## config.mk

```make
export PLATFORM = sky130hd
export DESIGN_NAME = pipe_pong_merge
export DESIGN_NICKNAME = d
export VERILOG_FILES = /design/src/rtl/pipe_pong_merge.sv
export SDC_FILE = /design/constraint.sdc
export NUM_CORES = 1
export LEC_CHECK = 0
export ABC_CLOCK_PERIOD_IN_PS = 7000
export CAP_MARGIN = 20
export CORE_MARGIN = 5
export CORE_UTILIZATION = 52
export CTS_BUF_LIST = sky130_fd_sc_hd__clkbuf_16
export CTS_CLUSTER_SIZE = 16
export DETAILED_ROUTE_END_ITERATION = 12
export PLACE_DENSITY = 0.92
export SLEW_MARGIN = 25
export SYNTH_ARGS = -nofsm -noshare
export SYNTH_HDL_FRONTEND = slang
export SYNTH_SLANG_ARGS = --single-unit
```

## constraint.sdc

```tcl
create_clock -name CLK -period 7 [get_ports CLK]
set_input_delay 2.1 -clock CLK [delete_from_list [all_inputs] [get_ports CLK]]
set_output_delay 2.1 -clock CLK [all_outputs]
set_load 0.03 [all_outputs]
```

## src/rtl/pipe_pong_merge.sv

```systemverilog
// Two-lane ping-pong merger: recombines alternately split elements into one ordered stream.
// Optional PIPE_PONG_MERGE_COUNT_EN adds a 32-bit dequeue counter port (merge_count).
module pipe_pong_merge #(
  parameter int width = 96,
  parameter int DEPTH = 2
) (
  input  logic             CLK,
  input  logic             RST,
  input  logic             in0_enq__ENA,
  input  logic [width-1:0] in0_enq_v,
  output logic             in0_enq__RDY,
  input  logic             in1_enq__ENA,
  input  logic [width-1:0] in1_enq_v,
  output logic             in1_enq__RDY,
  input  logic             out_deq__ENA,
  output logic             out_deq__RDY,
  output logic [width-1:0] out_first,
  output logic             out_first__RDY
`ifdef PIPE_PONG_MERGE_COUNT_EN
  ,
  output logic [31:0]      merge_count
`endif
);

  localparam int AW = (DEPTH > 1) ? $clog2(DEPTH) : 1;
  localparam int CW = AW + 1;

  logic [width-1:0] mem [2][DEPTH];
  logic [AW-1:0]    rd_ptr [2];
  logic [AW-1:0]    wr_ptr [2];
  logic [CW-1:0]    count  [2];
  logic             turn;

  logic [1:0]       enq_ena;
  logic [1:0]       enq_rdy;
  logic [1:0]       enq_fire;
  logic [1:0]       deq_lane;
  logic             sel_ready;
  logic             deq_fire;
  logic [width-1:0] enq_data [2];

  assign enq_ena     = {in1_enq__ENA, in0_enq__ENA};
  assign enq_data[0] = in0_enq_v;
  assign enq_data[1] = in1_enq_v;

  // Handshake decode; readiness is a function of registered counts only.
  always_comb begin
    enq_rdy[0] = (count[0] != CW'(DEPTH));
    enq_rdy[1] = (count[1] != CW'(DEPTH));
    enq_fire   = enq_ena & enq_rdy;
    sel_ready  = (count[turn] != CW'(0));
    deq_fire   = out_deq__ENA && sel_ready;
    if (!deq_fire) begin
      deq_lane = 2'b00;
    end else if (turn) begin
      deq_lane = 2'b10;
    end else begin
      deq_lane = 2'b01;
    end
  end

  assign in0_enq__RDY   = enq_rdy[0];
  assign in1_enq__RDY   = enq_rdy[1];
  assign out_deq__RDY   = sel_ready;
  assign out_first__RDY = sel_ready;
  assign out_first      = sel_ready ? mem[turn][rd_ptr[turn]] : '0;

  // Lane storage; contents are don't-care after reset so no reset is applied.
  always_ff @(posedge CLK) begin
    for (int k = 0; k < 2; k++) begin
      if (enq_fire[k]) begin
        mem[k][wr_ptr[k]] <= enq_data[k];
      end
    end
  end

  // Pointer, occupancy and turn state; pointers wrap naturally since DEPTH is a power of 2.
  always_ff @(posedge CLK or posedge RST) begin
    if (RST) begin
      for (int k = 0; k < 2; k++) begin
        rd_ptr[k] <= '0;
        wr_ptr[k] <= '0;
        count[k]  <= '0;
      end
      turn <= 1'b0;
    end else begin
      for (int k = 0; k < 2; k++) begin
        if (enq_fire[k]) begin
          wr_ptr[k] <= wr_ptr[k] + AW'(1);
        end
        if (deq_lane[k]) begin
          rd_ptr[k] <= rd_ptr[k] + AW'(1);
        end
        count[k] <= count[k] + CW'(enq_fire[k]) - CW'(deq_lane[k]);
      end
      if (deq_fire) begin
        turn <= ~turn;
      end
    end
  end

`ifdef PIPE_PONG_MERGE_COUNT_EN
  // Dequeue counter, wraps at 2^32.
  always_ff @(posedge CLK or posedge RST) begin
    if (RST) begin
      merge_count <= 32'd0;
    end else if (deq_fire) begin
      merge_count <= merge_count + 32'd1;
    end
  end
`endif

endmodule

```

==> key figures <==
Timing
  • Clock skew: between 0.01 and 0.015 ns
  • Slew Viols, Final: 0
  • Min cycle time layout: 5.57 ns
  • Max-slew headroom: a little over 30%
  • Final hold vios: 0
  • Hold Slack: ~0.56 ns
  • Max Freq: between 150 and 200 MHz
  • Final worst path period share: ~80%
  • Tightest Pin Transition: 1.03 ns
  • Setup TNS: 0 ns
  • Final setup fails: 0
  • RSZ-0062 raised after global routing: no

Finish
  • Area of the multi-input gates: 2970 sq um
  • Final nets: between 1000 and 1500
  • Finished Cell Area: 19700 sq um
  • Storage element area: 11800 sq um
  • Area grow syn2layout: 30.5%
  • Final Non-Filler Cells: roughly 1500
  • Commonest non-fill, non-tap cell in the layout: edfxtp_1
  • Fill count: 1779
  • Most frequent cells in the layout: 384 x edfxtp_1, 296 x clkdlybuf4s50_1, 192 x mux2i_1
  • Share of layout cells above drive strength 1: 9.85%

Synthesis
  • Yosys warning total: 0
  • Synth Register Bits: between 300 and 400
  • Post-Syn Instances: 758
  • Synth Area per Inst: between 15 and 20 sq um
  • Sequential share of the synthesized area: 78.1%
  • Cell variety after synth: 25
  • Syn nets: about 960
  • Post-Syn Area: approximately 15000 sq um

GRT
  • Vias in the first global route: a little under 9000
  • Largest net degree at the start of global routing: 70
  • Congestion Overflow GR: 0
  • Total GRT Usage: 21.1%
  • First-pass GRT wire length: roughly 53 mm
  • Initial antenna violation count: 6

Placement
  • # port buffers: 296
  • Placed cell count: ~1400
  • DP Area: 18300 sq um
  • Final GP Congestion: 0.755
  • Detailed-placement wirelength estimate: 22.6 mm

Route
  • Vias per Instance: 5.57
  • Via count: between 8000 and 9000
  • WL/cell: about 24 microns
  • Drc violations: 0
  • Final ANT Viol Nets: 0
  • Post-Route WL: ~36 mm
  • 1st-iter DRT viols: about 590
  • DRT Pass-1 Iters: 5

Critical path
  • Crit path DAT: approximately 3.5 ns
  • Buf+Inv Stages, Crit Path: 2
  • Startpoint types: flip-flop
  • Worst-path maximum fanout: 66
  • Slowest cell on crit path: buf_4
  • CP Cell Sequence: o21bai_4, buf_4, o22ai_1, clkdlybuf4s50_1
  • CP peak stage delay: 0.86 ns
  • CP Data Required Time: approximately 4.9 ns
  • Setup CP Type: reg -> out
  • CP delay by family, top: buffers and inverters
  • Setup crit end kind: output pin

CTS
  • Max Root-Sink Buffers: 3
  • Count of hold buffers inserted by post-cts repair: 0
  • Clock Latency Late Sink: just over 0.5 ns
  • Clk pin slew, worst setup/hold paths: 0.06 ns
  • Clock Tree Root: clkbuf_16
  • Sinks on Clock Net: about 390
  • CTS tree: built
  • CTS resizes: 0
  • H-tree depth: 2
  • Post-CTS setup buffer count: 0
  • CTS Buf Count: 40

Die
  • Num ports: between 200 and 300
  • Core Region: 28600 sq um
  • Initial core utilization: around 53%
  • Die X: between 150 and 200 microns
  • FP Rows: 62
  • Die footprint: between 30000 and 40000 sq um
  • Die extent in y: about 180 microns

Outcome
  • Run status: completed

Pwr
  • Worst VDD drop: around 0.33 mV
  • Pwr dens: 488 nW/um^2
  • Leak: between 7 and 8 nW
  • Tot Pwr: 9.58 mW

Run
  • Max Cap Viol: 0

Worst hold path
  • Worst Hold Class: reg -> reg
==> cell usage after synthesis <==
| cell | instances | share of area (%) |
|---|---|---|
| inv_1 | 5 | 0.12 |
| o21ai_2 | 1 | 0.058 |
| nor2_2 | 1 | 0.042 |
| ha_1 | 4 | 0.33 |
| xor2_1 | 1 | 0.058 |
| clkbuf_1 | 1 | 0.025 |
| and3_1 | 2 | 0.083 |
| or2_1 | 1 | 0.042 |
| a21oi_1 | 1 | 0.033 |
| xnor2_1 | 7 | 0.41 |
| buf_2 | 11 | 0.37 |
| o21ai_0 | 1 | 0.033 |
| mux2i_1 | 192 | 13 |
| dfrtp_1 | 9 | 1.5 |
| buf_6 | 10 | 0.75 |
| o22ai_2 | 30 | 2.5 |
| buf_8 | 3 | 0.30 |
| o21bai_2 | 1 | 0.075 |
| nand2b_1 | 2 | 0.083 |
| nor3_1 | 1 | 0.033 |
| nand2_1 | 3 | 0.075 |
| o22ai_1 | 66 | 2.7 |
| buf_4 | 18 | 0.90 |
| nor2_1 | 3 | 0.075 |
| edfxtp_1 | 384 | 77 |
==> worst paths after layout <==
check / from / end / slack [ns] / cells after the start
max: count[2] / out_first[42] / 1.43 / 4
min: wr_ptr[1] / wr_ptr[1] / 0.56 / 1
max reg2reg: count[0] / count[1] / 4.23 / 8
min reg2reg: wr_ptr[1] / wr_ptr[1] / 0.56 / 1
max in group asynchronous: RST / rd_ptr[1] / 4.82 / 2
min in group asynchronous: RST / count[0] / 1.89 / 2
==> registers in the layout, summed over array words and instances (netlist names) <==
signal	flops
mem	384
rd_ptr	2
wr_ptr	2
count	4
turn	1
==> worst register-to-register path, delay by kind of cell, from the launching register on <==
family / cells / cell delay (ns)
simple gates: 1 / 0.11
buf+inv: 2 / 0.67
xor+xnor: 2 / 0.30
flops: 1 / 0.43
compound gates: 1 / 0.70
fa+ha+maj: 2 / 0.47
==> layer usage <==
metal  wire length, microns  vias up  part of all wire [%]  GRT usage (%)
met5                     11        -                 0.031              0
met1                  13300     4174                    37           25.7
met4                   1160        2                   3.3           7.47
met2                  19300      309                    54           38.1
li1                       -     3704                     -              -
met3                   1800       76                   5.1           3.65
==> kinds of logic after synthesis <==
family                   count (synthesis)  share of synthesized area (%)
AND/OR/NAND/NOR                         13                          0.432
XOR/XNOR                                 8                          0.466
AO/OA/AOI/OAI                          100                           5.44
flip-flops                             393                           78.1
multiplexers                           192                           12.8
buffers and inverters                   48                           2.46
adder cells (fa/ha/maj)                  4                          0.333
==> area by class of cell <==
class,count,share of cell area (%)
repair buffers,310,15.9
clock inverters,30,1.31
clock buffers,41,5.22
inverters,5,0.0955
diodes,5,0.0637
multi-input cells,317,15.1
flip-flops and latches,393,59.9
well taps,384,2.45
==> where the power goes <==
part / total, mW / internal [mW] / switching [mW]
logic: 4.01 / 1.59 / 2.42
clock network: 2.06 / 1.24 / 0.823
registers: 3.50 / 3.22 / 0.278
total: 9.58 / 6.06 / 3.52
==> stage by stage <==
stage | setup WS [ns] | util, %
2_1_floorplan | 0.244 | -
3_3_place_gp | 2.03 | 64.0
3_5_place_dp | 1.92 | 64.0
4_1_cts | 1.35 | 68.4
5_1_grt | 1.24 | 68.6
6_report | 1.43 | 68.6
Power figures use the tool's default switching activity.
